<file path="src/rtl/mul_seq_ctrl.sv">
// rtl/mul_seq_ctrl.sv - multi-cycle radix-2 shift-add sequencer for the EX-stage 16x16 MUL
module mul_seq_ctrl #(
    parameter int WIDTH = 16,
    parameter int CNT_W = 5
) (
    input  logic                 clk,
    input  logic                 rst_n,
    input  logic                 ex_valid,
    input  logic [1:0]           op,
    input  logic [5:0]           funct,
    input  logic                 flush,
    input  logic [31:0]          src1,
    input  logic [31:0]          src2,
    output logic                 mul_stall,
    output logic                 mul_busy,
    output logic                 mul_done,
    output logic [2*WIDTH-1:0]   mul_result
);

    typedef enum logic [1:0] {
        S_IDLE = 2'd0,
        S_RUN  = 2'd1,
        S_DONE = 2'd2
    } state_t;

    state_t               state_q;
    logic [2*WIDTH-1:0]   acc_q;
    logic [2*WIDTH-1:0]   acc_d;
    logic [2*WIDTH-1:0]   mcand_q;
    logic [WIDTH-1:0]     mplier_q;
    logic [CNT_W-1:0]     count_q;
    logic [2*WIDTH-1:0]   result_q;
    logic                 busy_q;
    logic                 done_q;
    logic                 start;
    logic                 last_iter;

    // Operand bits above WIDTH and funct[5:4] do not take part in decode or arithmetic.
    logic unused_bits;
    assign unused_bits = ^{src1[31:WIDTH], src2[31:WIDTH], funct[5:4]};

    assign start     = ex_valid & (op == 2'b10) & (funct[3:0] == 4'b1001) & ~flush;
    assign acc_d     = mplier_q[0] ? (acc_q + mcand_q) : acc_q;
    assign last_iter = (count_q == CNT_W'(WIDTH - 1));

    always_ff @(posedge clk) begin
        if (!rst_n) begin
            state_q  <= S_IDLE;
            acc_q    <= '0;
            mcand_q  <= '0;
            mplier_q <= '0;
            count_q  <= '0;
            result_q <= '0;
            busy_q   <= 1'b0;
            done_q   <= 1'b0;
        end else begin
            case (state_q)
                S_IDLE: begin
                    done_q <= 1'b0;
                    if (start) begin
                        acc_q    <= '0;
                        mcand_q  <= {{WIDTH{1'b0}}, src1[WIDTH-1:0]};
                        mplier_q <= src2[WIDTH-1:0];
                        count_q  <= '0;
                        busy_q   <= 1'b1;
                        state_q  <= S_RUN;
                    end
                end
                S_RUN: begin
                    // Flush wins over completion on the final iteration edge.
                    if (flush) begin
                        busy_q  <= 1'b0;
                        state_q <= S_IDLE;
                    end else begin
                        acc_q    <= acc_d;
                        mcand_q  <= mcand_q << 1;
                        mplier_q <= mplier_q >> 1;
                        count_q  <= count_q + 1'b1;
                        if (last_iter) begin
                            result_q <= acc_d;
                            busy_q   <= 1'b0;
                            done_q   <= 1'b1;
                            state_q  <= S_DONE;
                        end
                    end
                end
                S_DONE: begin
                    done_q  <= 1'b0;
                    state_q <= S_IDLE;
                end
                default: begin
                    busy_q  <= 1'b0;
                    done_q  <= 1'b0;
                    state_q <= S_IDLE;
                end
            endcase
        end
    end

    assign mul_stall  = rst_n & (busy_q | ((state_q == S_IDLE) & start));
    assign mul_busy   = busy_q;
    assign mul_done   = done_q;
    assign mul_result = result_q;

endmodule

</file>
<file path="config.mk">
export PLATFORM = sky130hd
export DESIGN_NAME = mul_seq_ctrl
export DESIGN_NICKNAME = d
export VERILOG_FILES = /design/src/rtl/mul_seq_ctrl.sv
export SDC_FILE = /design/constraint.sdc
export NUM_CORES = 1
export LEC_CHECK = 0
export CAP_MARGIN = 20
export CELL_PAD_IN_SITES_DETAIL_PLACEMENT = 0
export CELL_PAD_IN_SITES_GLOBAL_PLACEMENT = 1
export CORE_MARGIN = 2
export CORE_UTILIZATION = 36
export CTS_BUF_LIST = sky130_fd_sc_hd__clkbuf_16
export DETAILED_ROUTE_END_ITERATION = 12
export GPL_ROUTABILITY_DRIVEN = 1
export HOLD_SLACK_MARGIN = 0.08
export PLACE_DENSITY = 0.78
export SETUP_SLACK_MARGIN = 0.15
export SYNTH_ARGS = -nofsm -noshare
export SYNTH_HDL_FRONTEND = slang
export SYNTH_SLANG_ARGS = --single-unit
</file>
<file path="constraint.sdc">
create_clock -name clk -period 2.6 [get_ports clk]
set_input_delay 0.26 -clock clk [delete_from_list [all_inputs] [get_ports clk]]
set_output_delay 0.26 -clock clk [all_outputs]
set_load 0.02 [all_outputs]
</file>
==> flow_summary.json <==
{
  "gp_congestion": 0.895,
  "violations": "setup timing",
  "grt_pass1_vias": 5886,
  "cts.clk_slew.worst_paths_ps": 60,
  "r2r-end": "acc_q[12]",
  "syn_area_per_cell_sq_um": 8.05,
  "io_pins": 111,
  "synthCells": 808,
  "hold_viol_final": 0,
  "cts.sinks": 121,
  "post-dp-hpwl_mm": 13.3,
  "postSynth.asyncResetShare": 0,
  "syn2layout_area_growth_pct": 41.5,
  "drt_iter0_drc": 339,
  "min-delay-start": "src2[15]",
  "synth_fp_nets": 918,
  "die_y_um": 138,
  "swShare": 0.238,
  "ctsRootBufferMaster": "clkbuf_16",
  "design.die.area_sq_um": 19200,
  "path_cells": "ha_4, fa_2, a211oi_4, o211ai_2, a311o_2, buf_6, buf_4, buf_6, xor2_2, mux2i_2, o21ai_1, and2_1",
  "layout_min_cycle_time_ps": 2720,
  "critPathKind": "reg2reg",
  "fin_ws_ps": -123,
  "cp_slowest_cell": "a311o_2",
  "synth_area_sq_um": 6500,
  "viasPerCell": 5.34,
  "p_clk_frac": 0.536,
  "dr.pass1.iters": 5,
  "final_util": 0.516,
  "die_w_um": 138,
  "setup_viol": 15,
  "pwr-share-comb": 0.029,
  "cts_max_level": 4,
  "status": "complete, but fails checks",
  "slowest_delay_ps": 390,
  "yosys_warnings": 0,
  "synth-seq-cells": 121,
  "p_int_mw": 3.25,
  "r2r-start": "mcand_q[0]",
  "required_ps": 2920,
  "cap_viol_max_count": 0,
  "grt_usage": 0.196,
  "clk_path_buf_depth": 2,
  "path_max_fanout": 3,
  "start_util": 0.364,
  "finalCritPeriodShare": 1.05,
  "setup_tns_ps": -694,
  "ant_nets": 0,
  "antenna_found_initial": 0,
  "fmax_mhz": 367,
  "synthFlopType": "dfxtp_1",
  "switchingPower_mw": 1.01,
  "seq_area_frac_synth": 0.373,
  "n_fill_cell": 1651,
  "synth_edf_count": 0,
  "grt-ovfl-total": 0,
  "rr_worst_depth": 12,
  "grt_max_degree": 95,
  "detailedPlace.worstSlack_ps": -125,
  "pwr-share-seq": 0.435,
  "final_layout_size_suffix_gt1_frac": 0.226,
  "routedWlPerCell_um": 16.1,
  "multiInputGateArea_sq_um": 4350,
  "rows": 49,
  "slew_violations": 0,
  "crit_arrival_ps": 3040,
  "ys_types": 65,
  "relSlewSlack": 0.372,
  "drc": 0,
  "rsz0062_at_grt": "yes",
  "numPortBuffers": 76,
  "ir_worst_vdd_v": 0.000468,
  "cp-start-kind": "register",
  "coreArea_sq_um": 17800,
  "hold_end": "mplier_q[15]",
  "hold_path.class": "in2reg",
  "finalPower_mw": 4.27,
  "finalWirelength_mm": 19.2,
  "clock-skew-final_ps": 11.7,
  "worst_pin_slew_ps": 939,
  "clk-insertion-delay-late_ps": 430,
  "hold-path-cell-count": 3,
  "fin_nets": 1060,
  "antenna_cells": 0,
  "reg2reg_slack_ps": -120,
  "final-seq-area_sq_um": 2430,
  "p_per_area_nw_per_um2": 464,
  "crit_buf_inv": 3,
  "cts_buffers": 17,
  "grt_pass1_wl_mm": 30.4,
  "worst_setup_path_end_kind": "register",
  "cts_tree": "yes",
  "crit_path_frequent_cell": "buf_6",
  "vias": 6362,
  "cp_top_family": "compound AO/OA/AOI/OAI gates",
  "p_leak_nw": 3.45
}
-- layer usage --
metal  part of all wire  GRT usage  wire [um]  up-vias
li1                   -          -          -     3210
met1               0.48      0.263       9300     3031
met2               0.47      0.317       9070       96
met3              0.028     0.0360        534       25
met4              0.016     0.0666        305        0
met5                  0          0          0        -
-- worst register-to-register path, cell delays in order (launching register included) --
cell      delay (ps)
dfxtp_2          340
ha_4             160
fa_2             360
a211oi_4         250
o211ai_2         120
a311o_2          390
buf_6            150
buf_4            130
buf_6            110
xor2_2           170
mux2i_2          190
o21ai_1           80
and2_1           160
-- Yosys cell counts, types with 5 or more instances --
| cell | n | area [sq um] |
|---|---|---|
| and2_1 | 7 | 43.8 |
| inv_1 | 6 | 22.5 |
| nor3_1 | 12 | 60.1 |
| nor2b_1 | 6 | 37.5 |
| nand2_1 | 107 | 402 |
| a31oi_1 | 12 | 75.1 |
| a22oi_1 | 27 | 203 |
| mux2i_1 | 20 | 200 |
| dfxtp_1 | 121 | 2420 |
| xnor2_1 | 16 | 140 |
| ha_1 | 33 | 413 |
| nor2_1 | 67 | 251 |
| nor4b_1 | 5 | 43.8 |
| nand2b_1 | 8 | 50.1 |
| nand3_1 | 49 | 245 |
| a211oi_1 | 17 | 128 |
| a21o_1 | 12 | 90.1 |
| a21oi_1 | 103 | 515 |
| o21ai_0 | 43 | 215 |
| xor2_1 | 13 | 114 |
| clkbuf_1 | 51 | 191 |
| and3_1 | 7 | 43.8 |
-- metrics by stage --
step | hold slack [ps] | area, sq um | instances
after floorplan | 388 | 6530 | 808
after global placement | 442 | 8060 | 1147
after detailed placement | 446 | 8060 | 1147
after CTS | 367 | 8820 | 1184
after global routing | 386 | 9200 | 1192
final | 379 | 9200 | 1192
-- power by group through the flow --
stage                     Clock, mW  Sequential, mW  Combinational, mW
after floorplan                   0            1.90             0.0380
after global placement            0            1.90              0.126
after detailed placement          0            1.90              0.125
after CTS                      2.32            1.86              0.126
after global routing           2.41            1.86              0.135
final                          2.29            1.86              0.125
-- how the worst max path moves through the flow --
stage                    start        endpoint  slack (ps)  depth (start not counted)
floorplan             acc_q[0]       acc_q[30]         130                         10
global placement      acc_q[0]       acc_q[18]         -90                         11
detailed placement  mcand_q[0]       acc_q[18]        -130                         11
CTS                 mcand_q[0]       acc_q[20]         -50                         11
global route          acc_q[0]  mul_result[20]        -200                         11
finish              mcand_q[0]       acc_q[12]        -120                         12
-- area by class of cell --
class                   instances  share of cell area
multi-input cells             627               0.473
well taps                     229              0.0311
repair buffers                177               0.168
clock inverters                15              0.0155
clock buffers                  17              0.0462
flip-flops and latches        121               0.264
inverters                       6             0.00245
-- cell families after synthesis --
kind of cell    synth area share
flops                      0.373
simple gates               0.206
compound gates             0.248
buf+inv                   0.0350
fa+ha+maj                 0.0666
mux                       0.0325
xor+xnor                  0.0391
-- cell usage in the layout, fill, tap and decap left out, types with 5 or more instances in the layout --
cell type,instances
buf_4,96
mux2i_1,19
o21ai_1,8
ha_1,18
inv_1,5
and3_1,6
o21ai_0,31
a31oi_1,11
nor2b_1,6
nor3_1,7
a21oi_1,95
ha_4,15
a22oi_1,27
nor2_1,64
xnor2_1,14
clkbuf_16,17
nand2b_1,8
dfxtp_2,6
a211oi_1,14
xor2_1,12
dfxtp_1,115
a21oi_2,7
and2_1,7
clkdlybuf4s50_1,75
nand3_1,48
a21o_1,12
nand2_1,104
-- registers in the layout (all words and copies together) (netlist names) --
register / cells
acc_q: 32
mcand_q: 32
mul_result: 32
mplier_q: 16
count_q: 5
state_q: 2
mul_busy: 1
mul_done: 1
-- what timing repair did --
action,4_1_cts,5_1_grt
resized for setup,40,56
pin swaps,17,20
endpoints found under the setup margin,33,38
buffers inserted,5,8
hold buffers,0,0
No activity file was read; power rests on OpenSTA's default activity.
